<file path="config.mk">
export PLATFORM = sky130hd
export DESIGN_NAME = aes_key_expansion_seq
export DESIGN_NICKNAME = d
export VERILOG_FILES = /design/src/rtl/aes_pkg.sv /design/src/rtl/aes_sbox.sv /design/src/rtl/aes_key_expansion_seq.sv
export SDC_FILE = /design/constraint.sdc
export NUM_CORES = 2
export LEC_CHECK = 0
export ABC_AREA = 1
export BUFFER_PORTS_ARGS = -buffer_cell sky130_fd_sc_hd__clkbuf_2
export CORE_AREA = 4 4 594 596
export DETAILED_ROUTE_END_ITERATION = 6
export DIE_AREA = 0 0 598 600
export MAX_ROUTING_LAYER = met4
export SLEW_MARGIN = 20
export SYNTH_ARGS = -nofsm -noshare
export SYNTH_HDL_FRONTEND = slang
export SYNTH_SLANG_ARGS = --single-unit
export TNS_END_PERCENT = 20
</file>
<file path="constraint.sdc">
create_clock -name clk -period 3.4 [get_ports clk]
set_input_delay 0.68 -clock clk [delete_from_list [all_inputs] [get_ports clk]]
set_output_delay 0.68 -clock clk [all_outputs]
set_load 0.05 [all_outputs]
</file>
<file path="src/rtl/aes_pkg.sv">
// rtl/aes_pkg.sv - shared AES-128 key schedule types, constants and round-constant lookup
package aes_pkg;

    localparam int KEY_W      = 128;
    localparam int NUM_ROUNDS = 10;
    localparam int EXP_KEY_W  = 1408;
    localparam int WORD_W     = 32;

    typedef logic [WORD_W-1:0] word_t;

    typedef enum logic [1:0] {
        IDLE   = 2'd0,
        EXPAND = 2'd1,
        DONE   = 2'd2
    } state_t;

    // Entry 0 is unused so the table can be indexed by round number directly.
    localparam logic [7:0] RCON [0:10] = '{
        8'h00, 8'h01, 8'h02, 8'h04, 8'h08, 8'h10,
        8'h20, 8'h40, 8'h80, 8'h1b, 8'h36
    };

    // Round constant for rounds 1..10; anything else yields zero.
    function automatic logic [7:0] rcon_of(input logic [3:0] round);
        logic [7:0] rc;
        rc = 8'h00;
        if ((round >= 4'd1) && (round <= 4'd10)) begin
            rc = RCON[round];
        end
        return rc;
    endfunction

endpackage

</file>
<file path="src/rtl/aes_sbox.sv">
// rtl/aes_sbox.sv - combinational AES forward S-box lookup
module aes_sbox (
    input  logic [7:0] i_byte,
    output logic [7:0] o_byte
);

    localparam logic [7:0] SBOX [0:255] = '{
        8'h63, 8'h7c, 8'h77, 8'h7b, 8'hf2, 8'h6b, 8'h6f, 8'hc5, 8'h30, 8'h01, 8'h67, 8'h2b, 8'hfe, 8'hd7, 8'hab, 8'h76,
        8'hca, 8'h82, 8'hc9, 8'h7d, 8'hfa, 8'h59, 8'h47, 8'hf0, 8'had, 8'hd4, 8'ha2, 8'haf, 8'h9c, 8'ha4, 8'h72, 8'hc0,
        8'hb7, 8'hfd, 8'h93, 8'h26, 8'h36, 8'h3f, 8'hf7, 8'hcc, 8'h34, 8'ha5, 8'he5, 8'hf1, 8'h71, 8'hd8, 8'h31, 8'h15,
        8'h04, 8'hc7, 8'h23, 8'hc3, 8'h18, 8'h96, 8'h05, 8'h9a, 8'h07, 8'h12, 8'h80, 8'he2, 8'heb, 8'h27, 8'hb2, 8'h75,
        8'h09, 8'h83, 8'h2c, 8'h1a, 8'h1b, 8'h6e, 8'h5a, 8'ha0, 8'h52, 8'h3b, 8'hd6, 8'hb3, 8'h29, 8'he3, 8'h2f, 8'h84,
        8'h53, 8'hd1, 8'h00, 8'hed, 8'h20, 8'hfc, 8'hb1, 8'h5b, 8'h6a, 8'hcb, 8'hbe, 8'h39, 8'h4a, 8'h4c, 8'h58, 8'hcf,
        8'hd0, 8'hef, 8'haa, 8'hfb, 8'h43, 8'h4d, 8'h33, 8'h85, 8'h45, 8'hf9, 8'h02, 8'h7f, 8'h50, 8'h3c, 8'h9f, 8'ha8,
        8'h51, 8'ha3, 8'h40, 8'h8f, 8'h92, 8'h9d, 8'h38, 8'hf5, 8'hbc, 8'hb6, 8'hda, 8'h21, 8'h10, 8'hff, 8'hf3, 8'hd2,
        8'hcd, 8'h0c, 8'h13, 8'hec, 8'h5f, 8'h97, 8'h44, 8'h17, 8'hc4, 8'ha7, 8'h7e, 8'h3d, 8'h64, 8'h5d, 8'h19, 8'h73,
        8'h60, 8'h81, 8'h4f, 8'hdc, 8'h22, 8'h2a, 8'h90, 8'h88, 8'h46, 8'hee, 8'hb8, 8'h14, 8'hde, 8'h5e, 8'h0b, 8'hdb,
        8'he0, 8'h32, 8'h3a, 8'h0a, 8'h49, 8'h06, 8'h24, 8'h5c, 8'hc2, 8'hd3, 8'hac, 8'h62, 8'h91, 8'h95, 8'he4, 8'h79,
        8'he7, 8'hc8, 8'h37, 8'h6d, 8'h8d, 8'hd5, 8'h4e, 8'ha9, 8'h6c, 8'h56, 8'hf4, 8'hea, 8'h65, 8'h7a, 8'hae, 8'h08,
        8'hba, 8'h78, 8'h25, 8'h2e, 8'h1c, 8'ha6, 8'hb4, 8'hc6, 8'he8, 8'hdd, 8'h74, 8'h1f, 8'h4b, 8'hbd, 8'h8b, 8'h8a,
        8'h70, 8'h3e, 8'hb5, 8'h66, 8'h48, 8'h03, 8'hf6, 8'h0e, 8'h61, 8'h35, 8'h57, 8'hb9, 8'h86, 8'hc1, 8'h1d, 8'h9e,
        8'he1, 8'hf8, 8'h98, 8'h11, 8'h69, 8'hd9, 8'h8e, 8'h94, 8'h9b, 8'h1e, 8'h87, 8'he9, 8'hce, 8'h55, 8'h28, 8'hdf,
        8'h8c, 8'ha1, 8'h89, 8'h0d, 8'hbf, 8'he6, 8'h42, 8'h68, 8'h41, 8'h99, 8'h2d, 8'h0f, 8'hb0, 8'h54, 8'hbb, 8'h16
    };

    // Pure table lookup; no state.
    always_comb begin
        o_byte = SBOX[i_byte];
    end

endmodule

</file>
<file path="src/rtl/aes_key_expansion_seq.sv">
// rtl/aes_key_expansion_seq.sv - iterative AES-128 key schedule, one round key per clock
module aes_key_expansion_seq
    import aes_pkg::*;
#(
    parameter int NUM_ROUNDS = 10,
    parameter int KEY_W      = 128
) (
    input  logic                              clk,
    input  logic                              n_rst,
    input  logic                              start,
    input  logic [KEY_W-1:0]                  key_in,
    output logic [(NUM_ROUNDS+1)*KEY_W-1:0]   exp_key,
    output logic                              busy,
    output logic                              key_valid
);

    localparam int         EXP_W      = (NUM_ROUNDS + 1) * KEY_W;
    localparam logic [3:0] LAST_ROUND = 4'(NUM_ROUNDS);

    state_t               r_state;
    state_t               w_next_state;
    logic [3:0]           r_cnt;
    logic [KEY_W-1:0]     r_prev;
    logic [EXP_W-1:0]     r_exp_key;

    logic                 w_accept;
    logic                 w_step;
    logic                 w_last;

    word_t                w_w0;
    word_t                w_w1;
    word_t                w_w2;
    word_t                w_w3;
    word_t                w_rot;
    word_t                w_sub;
    word_t                w_t;
    word_t                w_n0;
    word_t                w_n1;
    word_t                w_n2;
    word_t                w_n3;
    logic [KEY_W-1:0]     w_next_key;

    // Split the previous round key into words (w0 most significant) and rotate w3 left one byte.
    always_comb begin
        w_w0  = r_prev[127:96];
        w_w1  = r_prev[95:64];
        w_w2  = r_prev[63:32];
        w_w3  = r_prev[31:0];
        w_rot = {w_w3[23:0], w_w3[31:24]};
    end

    // SubWord: one S-box per byte of the rotated word.
    for (genvar g = 0; g < 4; g++) begin : g_subword
        aes_sbox u_sbox (
            .i_byte (w_rot[8*g +: 8]),
            .o_byte (w_sub[8*g +: 8])
        );
    end

    // Round-key chain: each new word folds in the previous new word.
    always_comb begin
        w_t        = w_sub ^ {rcon_of(r_cnt), 24'h000000};
        w_n0       = w_w0 ^ w_t;
        w_n1       = w_w1 ^ w_n0;
        w_n2       = w_w2 ^ w_n1;
        w_n3       = w_w3 ^ w_n2;
        w_next_key = {w_n0, w_n1, w_n2, w_n3};
    end

    // Next-state decode; start is only honoured outside EXPAND, illegal encodings fall back to IDLE.
    always_comb begin
        w_next_state = IDLE;
        w_accept     = 1'b0;
        w_step       = 1'b0;
        w_last       = 1'b0;
        case (r_state)
            IDLE: begin
                if (start) begin
                    w_accept     = 1'b1;
                    w_next_state = EXPAND;
                end else begin
                    w_next_state = IDLE;
                end
            end
            EXPAND: begin
                w_step = 1'b1;
                if (r_cnt >= LAST_ROUND) begin
                    w_last       = 1'b1;
                    w_next_state = DONE;
                end else begin
                    w_next_state = EXPAND;
                end
            end
            DONE: begin
                if (start) begin
                    w_accept     = 1'b1;
                    w_next_state = EXPAND;
                end else begin
                    w_next_state = DONE;
                end
            end
            default: begin
                w_next_state = IDLE;
            end
        endcase
    end

    // State register.
    always_ff @(posedge clk or negedge n_rst) begin
        if (!n_rst) begin
            r_state <= IDLE;
        end else begin
            r_state <= w_next_state;
        end
    end

    // Round counter: the round being generated this cycle; cleared once the schedule completes.
    always_ff @(posedge clk or negedge n_rst) begin
        if (!n_rst) begin
            r_cnt <= 4'd0;
        end else if (w_accept) begin
            r_cnt <= 4'd1;
        end else if (w_step) begin
            if (w_last) begin
                r_cnt <= 4'd0;
            end else begin
                r_cnt <= r_cnt + 4'd1;
            end
        end
    end

    // Expanded-key store: load slot 0 and clear the rest on start, then fill slot r_cnt each EXPAND cycle.
    always_ff @(posedge clk or negedge n_rst) begin
        if (!n_rst) begin
            r_prev    <= '0;
            r_exp_key <= '0;
        end else if (w_accept) begin
            r_prev    <= key_in;
            r_exp_key <= {key_in, {(EXP_W-KEY_W){1'b0}}};
        end else if (w_step) begin
            r_prev <= w_next_key;
            for (int i = 1; i <= NUM_ROUNDS; i++) begin
                if (r_cnt == 4'(i)) begin
                    r_exp_key[(NUM_ROUNDS-i)*KEY_W +: KEY_W] <= w_next_key;
                end
            end
        end
    end

    assign exp_key   = r_exp_key;
    assign busy      = (r_state == EXPAND);
    assign key_valid = (r_state == DONE);

endmodule

</file>
==> run summary <==
The tools report the hold violation total from the final report as 0. Number of maximum-capacitance constraint violations: 0. The worst-margin pin slew was 1140 ps; the maximum buffer depth of the clock tree was 4.

The worst setup path is captured at a register. The logs give 54 for the number of antenna violations at the first check in global routing and 9220 for the net count after synthesis. The top routing layer in use was met4. The count of nets left with antenna violations once routing finished came out at 0. CTS built an H-tree with a depth of 4. The share of post-route cells with drive strength above 1 is 0.270.

Summed over all layers, the global routing overflow is 0. The die extent in y is 600 µm. The final clock skew came out at 56.5 ps. The relative slew slack is 0.240. The die covers 0.359 mm².

The area share of xor/xnor cells in the synthesized design came out at 0.000968. The clock root buffer master was sky130_fd_sc_hd__clkbuf_16. The run gives 0.247 as the global-route usage over all layers. The run gives 604000 µm as the first-pass GRT wire length. The placed cell area came out at 0.0915 mm². STA puts the critical path data required time at 4190 ps.

During I/O placement, the number of pins put on the boundary was 1541. Ranked by total cell area, the synthesized netlist is headed by sky130_fd_sc_hd__dfrtp_1 (53%), sky130_fd_sc_hd__nand2_1 (17%), sky130_fd_sc_hd__nand3_1 (12%). The area of the core came out at 0.348 mm².

For this run, the number of Yosys warnings is 0. The worst hold path stage count is 3, and the count of endpoints failing setup in the final report is 0. Worst-path cell with the longest stage delay: sky130_fd_sc_hd__ha_2. Summed over all instances, the cell type with the most area after synthesis is sky130_fd_sc_hd__dfrtp_1.

Counting flops and latches in the post-synthesis netlist gives 1542. The logs give 453000 µm for the total wirelength of the detailed-routed design and 890 ps for the clock latency on the worst-skew pair. The simple-gate area share of the yosys netlist is 0.309. Counting I/O delays and the setup requirement, the final critical path takes 3270 ps. Met3 routed wirelength: 38300 µm. The run gives 71400 as the via count of the first global-routing pass. The quantity of I/O buffers inserted on ports was 1540; the number of distinct library cells after synthesis was 39.

The leading register cell type out of synthesis is sky130_fd_sc_hd__dfrtp_1. The tools report the max-slew violation count as 0. The worst setup path is launched from a register. The die span in x came out at 598 µm. Of all nets on the critical path, the largest fanout is 8. The portion of the post-synthesis area used by sequential elements came out at 0.533. In the final routing, the length of wire on met1 measures 170000 µm. The clock transition time at the flip-flop clock pins of the worst setup and hold paths is 60 ps.

For this run, design rule violations remaining after detail routing come to 0. The number of violations reported at the end of detailed-routing iteration 0 came out at 9535. For the count of clock tree sinks, the log shows 1542. The routed via count was 74900; the met2 wire length was 204000 µm. The final design utilization was 0.283; the average wire per standard cell was 29.0 µm. The tools report the worst slack after detailed placement as -27.4 ps.

At the end of routability-driven placement, the weighted congestion stood at 0.999. In this run, synthesis inferred 0 flip-flops with an integrated enable. Per-instance average area after synthesis: 8.02 µm². TritonCTS built the clock tree. The fraction of synthesized area in multiplexers was 0; the sum of net half-perimeters after detailed placement was 339000 µm. After synthesis the cells add up to 0.0724 mm². Timing would allow up to 306 MHz.

Entering global routing, the biggest net connects 214 pins. The run gives 183 as the clock buffer count from CTS. The number of instances in the synthesized netlist was 9022. The tools report the setup TNS as 0 ps. After layout, the worst setup slack is 132 ps. The critical path goes through inv_1 -> ha_2 -> inv_2 -> nand2_2 -> buf_4 -> nand3_1 -> nand3_1 -> nand3_1 -> nand3_1 -> nand3_1 -> nand3_1 -> nand2_2 -> nand2_2 -> nand2_2 -> nand2_2 -> nand3_1 -> nand2_1 -> buf_12 -> nand3_1 -> nand2_1. The post-synthesis async set-or-reset flop share works out to 1.00.

In this run the worst hold path is classified as in -> reg. The synthesized-area fraction occupied by adder cells came out at 0.0116. The initial standard-cell utilization of the core was 0.208; the depth of the worst register-to-register path was 20.

In the routed layout, each cell is associated on average with a via count of 4.80. The classification of the worst setup path is reg -> reg. The synthesized-area fraction occupied by ao, oa, aoi and oai cells is 0.0828, and the data arrival time of the critical path is 4060 ps. The fraction of post-synthesis cell area in the top cell type by area is 0.533. The flow ran to the end, and the final reports show no timing, DRC or antenna violations.

Compared with the post-synthesis result, the final layout area differs by 36.3%. In the final design database the tool counted 11000 nets. The portion of the clock cycle consumed by the worst path in the final layout was 0.961. The cell type with the highest occurrence count on the critical path is sky130_fd_sc_hd__nand3_1. After synthesis, the largest family of logic cells by area is simple AND/OR/NAND/NOR gates.

The first-pass detailed-route iteration total is 6, and the worst stage delay on the critical path is 390 ps. The floorplan has 217 rows. Setup repair after global routing could not meet its margin everywhere. The final instance area is 0.0987 mm².
==> layout make-up <==
cell class / count / area, µm²
inverters: 258 / 1040
clock buffers: 257 / 5380
fillers: 37500 / 249000
multi-input cells: 6504 / 30200
flip-flops and latches: 1542 / 38600
clock inverters: 68 / 940
diodes: 35 / 87.6
repair buffers: 2356 / 16700
well taps: 4599 / 5750
==> per-stage QoR <==
step | hold slack (ps) | instances
after floorplan | 384 | 9022
after global placement | 464 | 15300
after CTS | 23.2 | 15600
after detailed placement | 464 | 15300
after global routing | 65.8 | 15600
final | 83.6 | 15600
==> cell usage after synthesis, types with 5 or more instances <==
library cell and instances:
sky130_fd_sc_hd__buf_2 181, sky130_fd_sc_hd__o31ai_1 11, sky130_fd_sc_hd__nand4_1 20, sky130_fd_sc_hd__xor2_1 7
sky130_fd_sc_hd__nand3b_1 8, sky130_fd_sc_hd__inv_1 232, sky130_fd_sc_hd__ha_1 67, sky130_fd_sc_hd__clkbuf_1 370
sky130_fd_sc_hd__o221ai_1 10, sky130_fd_sc_hd__nand2_1 3281, sky130_fd_sc_hd__nor2_1 157, sky130_fd_sc_hd__nand3_1 1776
sky130_fd_sc_hd__dfrtp_1 1542, sky130_fd_sc_hd__o21ai_0 834, sky130_fd_sc_hd__a21oi_1 114, sky130_fd_sc_hd__clkbuf_2 8
sky130_fd_sc_hd__nand3_2 5, sky130_fd_sc_hd__nand2_2 43, sky130_fd_sc_hd__buf_4 68, sky130_fd_sc_hd__inv_2 20
sky130_fd_sc_hd__buf_1 43, sky130_fd_sc_hd__o211ai_1 92, sky130_fd_sc_hd__a31oi_1 6, sky130_fd_sc_hd__o21ai_1 44
sky130_fd_sc_hd__o21ai_2 10, sky130_fd_sc_hd__buf_6 48
==> flip-flops by register name, summed over array words and instances (netlist names) <==
register and cells:
exp_key 1408, r_cnt 4, r_prev 128, r_state 2
==> routing by layer <==
metal,vias up,track usage
met5,-,-
met4,0,0.193
met3,850,0.0548
met2,3942,0.370
met1,36800,0.286
li1,33300,-
==> worst max-delay path, delay by kind of cell, from the launching register on <==
| kind | cells | cell delay (ps) |
|---|---|---|
| AND/OR/NAND/NOR | 15 | 1890 |
| adder cells (fa/ha/maj) | 1 | 390 |
| buffers and inverters | 4 | 540 |
| flip-flops | 1 | 360 |
==> logic make-up after synthesis <==
logic type                 Yosys count
and+or+nand+nor                   5302
DFF                               1542
AOI/OAI and AO/OA                 1127
buffers and inverters              976
adders and majority gates           67
xor gates and xnor gates             8
==> path summary, 6_finish.rpt <==
path	start	endpoint	slack, ps
min in group asynchronous	n_rst	r_prev[124]	490
worst max-delay path	r_prev[17]	exp_key[414]	130
max in group asynchronous	n_rst	exp_key[675]	1780
worst max register to register	r_prev[17]	exp_key[414]	130
worst min-delay path	key_in[105]	exp_key[1385]	80
worst min register to register	exp_key[144]	exp_key[144]	480
==> repair_timing <==
action / 4_1_cts / 5_1_grt
gates resized for setup: 5 / 178
pin swaps: 0 / 10
hold buffers: 2 / 0
setup endpoints to repair: 5 / 585
setup buffers: 0 / 4
cloned: 0 / 3
hold endpoints to repair: 37 / 0
==> cell usage in the layout (no fill, tap or decap), types with 35 or more instances in the layout <==
master | netlist | routed
sky130_fd_sc_hd__nand2_2 | 43 | 95
sky130_fd_sc_hd__clkbuf_16 | 0 | 189
sky130_fd_sc_hd__o21ai_0 | 834 | 816
sky130_fd_sc_hd__nand3_2 | 5 | 86
sky130_fd_sc_hd__o21ai_1 | 44 | 57
sky130_fd_sc_hd__a21oi_1 | 114 | 110
sky130_fd_sc_hd__ha_1 | 67 | 58
sky130_fd_sc_hd__o211ai_1 | 92 | 92
sky130_fd_sc_hd__nand2_1 | 3281 | 3211
sky130_fd_sc_hd__buf_4 | 68 | 588
sky130_fd_sc_hd__dfrtp_1 | 1542 | 1538
sky130_fd_sc_hd__nor2_1 | 157 | 134
sky130_fd_sc_hd__buf_12 | 0 | 219
sky130_fd_sc_hd__nand3_1 | 1776 | 1694
sky130_fd_sc_hd__clkbuf_2 | 8 | 1539
sky130_fd_sc_hd__clkbuf_8 | 0 | 46
sky130_fd_sc_hd__inv_1 | 232 | 213
sky130_fd_sc_hd__diode_2 | 0 | 35
Power is not shown: default switching activity piles up to over one toggle a cycle in this logic, so the estimate is an artifact.
